--- src/rtl/gb_cpu_mcycle_sequencer.sv ---
// rtl/gb_cpu_mcycle_sequencer.sv - M-cycle / T-cycle pacing sequencer for the GB CPU core
//
// Paces each decoded instruction through its M-cycles and the T-cycles within each one.
// It also handles conditional early termination, memory stalls, CB-prefix chaining and
// interrupt-dispatch sequencing.
//
// Ports:
//   clk, reset         clock, asynchronous active-high reset
//   start              begin a new instruction (honoured only while ready=1)
//   mcycle_count       total M-cycles of the decoded instruction (0 -> 1, clamped to MAX_MCYCLES)
//   cb_prefix          current opcode is the 0xCB prefix
//   cond_en            instruction is conditional
//   cond_mcycle        M-cycle whose last T-cycle evaluates the condition
//   cond_taken         condition result
//   stall              memory wait; freezes T-cycle advance
//   irq_req            pending enabled interrupt
//   ready              idle, or in the final T-cycle of the current instruction/dispatch
//   busy               instruction or dispatch in progress
//   m_cycle, t_cycle   current M-cycle / T-cycle indices (0-based)
//   m_start, m_end     first / last T-cycle of each M-cycle (m_end suppressed while stalled)
//   instr_done         last T-cycle of the final M-cycle
//   cb_active          current instruction is the CB-table opcode
//   isr_active         interrupt dispatch in progress
module gb_cpu_mcycle_sequencer #(
   parameter int T_PER_M     = 4,
   parameter int MAX_MCYCLES = 6,
   parameter int ISR_MCYCLES = 5,
   parameter int MC_W        = $clog2(MAX_MCYCLES + 1),
   parameter int T_W         = $clog2(T_PER_M)
) (
   input  logic            clk,
   input  logic            reset,
   input  logic            start,
   input  logic [MC_W-1:0] mcycle_count,
   input  logic            cb_prefix,
   input  logic            cond_en,
   input  logic [MC_W-1:0] cond_mcycle,
   input  logic            cond_taken,
   input  logic            stall,
   input  logic            irq_req,
   output logic            ready,
   output logic            busy,
   output logic [MC_W-1:0] m_cycle,
   output logic [T_W-1:0]  t_cycle,
   output logic            m_start,
   output logic            m_end,
   output logic            instr_done,
   output logic            cb_active,
   output logic            isr_active
);

   typedef enum logic [1:0] {
      S_IDLE = 2'd0,
      S_RUN  = 2'd1,
      S_ISR  = 2'd2
   } state_t;

   localparam logic [T_W-1:0]  T_LAST   = T_W'(T_PER_M - 1);
   localparam logic [MC_W-1:0] ISR_LAST = MC_W'(ISR_MCYCLES - 1);
   localparam logic [MC_W-1:0] MAX_MC   = MC_W'(MAX_MCYCLES);

   state_t          state_q, state_d;
   logic [MC_W-1:0] m_q, m_d;
   logic [T_W-1:0]  t_q, t_d;
   logic [MC_W-1:0] last_q, last_d;       // index of the final M-cycle
   logic            cond_en_q, cond_en_d;
   logic [MC_W-1:0] cond_mc_q, cond_mc_d;
   logic            cb_prefix_q, cb_prefix_d;   // running instruction is the prefix byte
   logic            cb_pending_q, cb_pending_d; // prefix finished, CB opcode not yet started
   logic            cb_active_q, cb_active_d;
   logic            t0_seen_q;                  // m_start already emitted for this stalled T0

   logic            active;
   logic            at_t_last;
   logic            cond_cut;
   logic            last_m;
   logic            chain;
   logic [MC_W-1:0] count_last;

   assign active    = (state_q != S_IDLE);
   assign at_t_last = (t_q == T_LAST);
   // A not-taken condition turns the condition M-cycle into the final one.
   assign cond_cut  = (state_q == S_RUN) && cond_en_q && (m_q == cond_mc_q) && !cond_taken;
   assign last_m    = (state_q == S_ISR) ? (m_q == ISR_LAST) : ((m_q == last_q) || cond_cut);
   assign chain     = (state_q == S_RUN) && cb_prefix_q;

   assign m_end      = active && at_t_last && !stall;
   assign instr_done = m_end && last_m;
   assign m_start    = active && (t_q == '0) && !t0_seen_q;
   assign ready      = !active || instr_done;
   assign busy       = active;
   assign m_cycle    = m_q;
   assign t_cycle    = t_q;
   assign cb_active  = cb_active_q;
   assign isr_active = (state_q == S_ISR);

   always_comb begin
      count_last = mcycle_count - MC_W'(1);
      if (mcycle_count == '0) begin
         count_last = '0;
      end else if (mcycle_count > MAX_MC) begin
         count_last = MAX_MC - MC_W'(1);
      end
   end

   always_comb begin
      state_d      = state_q;
      m_d          = m_q;
      t_d          = t_q;
      last_d       = last_q;
      cond_en_d    = cond_en_q;
      cond_mc_d    = cond_mc_q;
      cb_prefix_d  = cb_prefix_q;
      cb_pending_d = cb_pending_q;
      cb_active_d  = cb_active_q;

      if ((state_q == S_IDLE && start) ||
          (active && !stall && at_t_last && last_m && start &&
           !(state_q == S_RUN && irq_req && !chain))) begin
         // Accept a new instruction; a completed prefix forces it to be the CB opcode.
         state_d      = S_RUN;
         m_d          = '0;
         t_d          = '0;
         last_d       = count_last;
         cond_en_d    = cond_en;
         cond_mc_d    = cond_mcycle;
         cb_active_d  = cb_pending_q || chain;
         cb_prefix_d  = cb_prefix && !(cb_pending_q || chain);
         cb_pending_d = 1'b0;
      end else begin
         case (state_q)
            S_IDLE: begin
               // The CB opcode must follow its prefix without an interrupt in between.
               if (irq_req && !cb_pending_q) begin
                  state_d     = S_ISR;
                  m_d         = '0;
                  t_d         = '0;
                  cb_prefix_d = 1'b0;
               end
            end
            S_RUN, S_ISR: begin
               if (!stall) begin
                  if (!at_t_last) begin
                     t_d = t_q + T_W'(1);
                  end else if (!last_m) begin
                     t_d = '0;
                     m_d = m_q + MC_W'(1);
                  end else begin
                     m_d         = '0;
                     t_d         = '0;
                     cb_active_d = 1'b0;
                     cb_prefix_d = 1'b0;
                     if (state_q == S_RUN && irq_req && !chain) begin
                        state_d = S_ISR;
                     end else begin
                        state_d      = S_IDLE;
                        cb_pending_d = chain;
                     end
                  end
               end
            end
            default: begin
               state_d = S_IDLE;
               m_d     = '0;
               t_d     = '0;
            end
         endcase
      end
   end

   always_ff @(posedge clk or posedge reset) begin
      if (reset) begin
         state_q      <= S_IDLE;
         m_q          <= '0;
         t_q          <= '0;
         last_q       <= '0;
         cond_en_q    <= 1'b0;
         cond_mc_q    <= '0;
         cb_prefix_q  <= 1'b0;
         cb_pending_q <= 1'b0;
         cb_active_q  <= 1'b0;
         t0_seen_q    <= 1'b0;
      end else begin
         state_q      <= state_d;
         m_q          <= m_d;
         t_q          <= t_d;
         last_q       <= last_d;
         cond_en_q    <= cond_en_d;
         cond_mc_q    <= cond_mc_d;
         cb_prefix_q  <= cb_prefix_d;
         cb_pending_q <= cb_pending_d;
         cb_active_q  <= cb_active_d;
         // A stall on T0 holds the counters; remember m_start was already issued.
         t0_seen_q    <= active && (t_q == '0) && stall;
      end
   end

endmodule
--- config.mk ---
export PLATFORM = sky130hd
export DESIGN_NAME = gb_cpu_mcycle_sequencer
export DESIGN_NICKNAME = d
export VERILOG_FILES = /design/src/rtl/gb_cpu_mcycle_sequencer.sv
export SDC_FILE = /design/constraint.sdc
export NUM_CORES = 1
export LEC_CHECK = 0
export BUFFER_PORTS_ARGS = -buffer_cell sky130_fd_sc_hd__clkbuf_2
export CAP_MARGIN = 20
export CORE_MARGIN = 4
export CORE_UTILIZATION = 56
export CTS_BUF_LIST = sky130_fd_sc_hd__clkbuf_4 sky130_fd_sc_hd__clkbuf_8
export DETAILED_ROUTE_END_ITERATION = 16
export PLACE_DENSITY = 0.81
export SYNTH_ARGS = -nofsm -noshare
export SYNTH_HDL_FRONTEND = slang
export SYNTH_SLANG_ARGS = --single-unit
--- constraint.sdc ---
create_clock -name clk -period 2.8 [get_ports clk]
set_clock_uncertainty 0.15 [all_clocks]
set_input_delay 0.28 -clock clk [delete_from_list [all_inputs] [get_ports clk]]
set_output_delay 0.28 -clock clk [all_outputs]
set_load 0.1 [all_outputs]
==> flow_metrics.tcl <==
set metrics [dict create \
    dieArea_um2 3050 \
    syn2layout_area_growth_pct 19.6 \
    drv_cap 0 \
    dp_hpwl_um 2040 \
    layout_setup_ws_ps 132 \
    drt-initial-drc-count 31 \
    pre_cts_ws_ps 452 \
    final_max_slew_viol_count 0 \
    via_per_inst 5.70 \
    drt-wirelength-per-cell_um 15.2 \
    grt_max_degree 19 \
    antenna_found_initial 0 \
    diodes 0 \
    layout_common_cells "clkbuf_2 (23), dfrtp_1 (15), inv_1 (13)" \
    grt_pass1_vias 1032 \
    place_inst 178 \
    period_needed_ps 2670 \
    start_util_pct 61.2 \
    fp.dieH_um 55.2 \
    worstPathRequired_ps 2370 \
    rr_worst_depth 7 \
    cts_root_buf "clkbuf_4" \
    synth_async_sr_flop_share_pct 100 \
    gp_congestion 0.843 \
    cp-endpoint "instr_done" \
    synth_fa_ha_area_share_pct 11.0 \
    hold_class "input pin to flip-flop" \
    die_w_um 55.2 \
    dr_total_vias 1055 \
    ff2ff_setup_slack_ps 420 \
    critPathKind "flip-flop to output port" \
    antenna_left 0 \
    worstPathMaxFanout 5 \
    dr.pass1.iters 4 \
    maxSlewHeadroom_pct 54.8 \
    path_clk_slew_ps 110 \
    yosysWarnings 0 \
    tritoncts "done" \
    period_share_pct 95.3 \
    grt_pass1_wl_um 4550 \
    grt-ovfl-total 0 \
    synth-simple-area-share_pct 17.1 \
    reg2reg_from "state_q[0]" \
    wl_um 2820 \
    clk_latency_ps 310 \
    synth_nets 153 \
    synth-xor-area-share_pct 4.20 \
    tightestPinTransition_ps 678 \
    cp-start-kind "flip-flop" \
    yosys.area.top_type "dfrtp_1" \
    synthCells 128 \
    netlist-cell-type-count 43 \
    syn_area_um2 1250 \
    final_net_count 184 \
    route.detailed.drc 0 \
    grt.total_usage_pct 17.9 \
    syn_area_per_cell_um2 9.77 \
    core_area_um2 2040 \
    cts_resized 0 \
    synth_top_family_by_area "compound AO/OA/AOI/OAI gates" \
    cts.sinks 18 \
    layout.cells.non_filler 185 \
    max_freq_mhz 375 \
    synth_compound_area_share_pct 18.4 \
    crit_path_start "state_q[1]" \
    hold_violations 0 \
    port_buffers 25 \
    setup_viol 0 \
    rows 16 \
    cts_buffers 3 \
    layout_commonest_cell "clkbuf_2" \
    yosysSeqAreaShare_pct 36.0 \
    arrival_ps 2240 \
    ioPinCount 26 \
    synth.top_cell.area_share_pct 36.0 \
    synthMuxAreaShare_pct 7.81 \
    status "finished, final reports clean" \
    synth_edf_count 0 \
    synth_seq_cells 18 \
    end_kind "output port" \
    htree_levels 1 \
    clock_path_buffers 2 \
    synth_area_leaders "dfrtp_1 (36%), ha_1 (11%), mux2_4 (6.0%)" \
    synth-main-ff-cell "dfrtp_1" \
    drive_gt1_share_pct 31.6 \
    r2r_end "state_q[1]" \
]
-- state kept, by name (all words and copies together) (netlist names) --
| register | cells |
|---|---|
| m_cycle | 3 |
| t0_seen_q | 1 |
| last_q | 3 |
| state_q | 2 |
| cond_en_q | 1 |
| cb_prefix_q | 1 |
| cb_active | 1 |
| cond_mc_q | 3 |
| cb_pending_q | 1 |
| t_cycle | 2 |
-- Yosys cell counts (2+ instances only) --
| master | number |
|---|---|
| dfrtp_1 | 18 |
| nand2_1 | 12 |
| xor2_1 | 3 |
| a21o_1 | 2 |
| o21a_1 | 3 |
| o211ai_1 | 2 |
| clkbuf_1 | 2 |
| a21oi_1 | 5 |
| inv_1 | 13 |
| nand4_1 | 2 |
| mux2_2 | 2 |
| nand3_1 | 4 |
| nor2_1 | 7 |
| xnor2_1 | 3 |
| o21ai_0 | 5 |
| mux2_4 | 5 |
| nor2b_1 | 2 |
| and2_1 | 2 |
| ha_1 | 11 |
| o2111ai_1 | 2 |
-- worst max-delay path: stages (launching register included) --
cell and delay (ps):
dfrtp_1 430, inv_1 90, ha_1 220, nand3b_1 150, nor4_4 350, o211ai_1 260
nor2_4 130, buf_4 290
-- how the worst min path moves through the flow --
stage              startpoint           end  slack (ps)  depth (start not counted)
6_report       cond_mcycle[2]  cond_mc_q[2]          40                          2
5_1_grt        cond_mcycle[1]  cond_mc_q[1]          30                          2
4_1_cts        cond_mcycle[2]  cond_mc_q[2]          40                          2
3_5_place_dp            reset     last_q[0]         250                          2
3_3_place_gp            reset     last_q[1]         230                          2
2_1_floorplan           reset     cb_active          70                          1
-- layout make-up --
cell class / count / area, um2
flip-flops and latches: 18 / 454
repair buffers: 29 / 175
fillers: 163 / 547
clock buffers: 4 / 36.3
inverters: 13 / 48.8
multi-input cells: 94 / 747
well taps: 27 / 33.8
-- logic make-up (layout without fill, tap and decap cells) --
group                    count (synthesis)  after routing
AO/OA/AOI/OAI                           31             31
XOR/XNOR                                 6              6
adder cells (fa/ha/maj)                 11             11
buffers and inverters                   16             46
flip-flops                              18             18
multiplexers                             7              7
AND/OR/NAND/NOR                         39             39
-- stage by stage --
| step | hold slack (ps) | utilization, % | TNS (ps) | area, um2 |
|---|---|---|---|---|
| 2_1_floorplan | 68.4 | - | 0 | 1270 |
| 3_3_place_gp | 234 | 70.2 | 0 | 1430 |
| 3_5_place_dp | 247 | 70.2 | 0 | 1430 |
| 4_1_cts | 39.9 | 72.5 | 0 | 1480 |
| 5_1_grt | 26.0 | 73.2 | -1.69 | 1500 |
| 6_report | 38.5 | 73.2 | 0 | 1500 |
-- per-layer routing --
layer  GRT usage, %  vias up  part of all wire [%]
met3           3.96        5                   4.0
met4           5.21        0                   1.5
li1               -      518                     -
met1           23.0      505                    44
met2           29.9       27                    51
met5              0        -                     0
-- timing repair --
item | in CTS | in global routing
endpoints found under the hold margin | 18 | 0
buffers inserted | 0 | 2
hold buffers | 1 | 0
endpoints found under the setup margin | 0 | 2
Power is not shown: default switching activity piles up to over one toggle a cycle in this logic, so the estimate is an artifact.
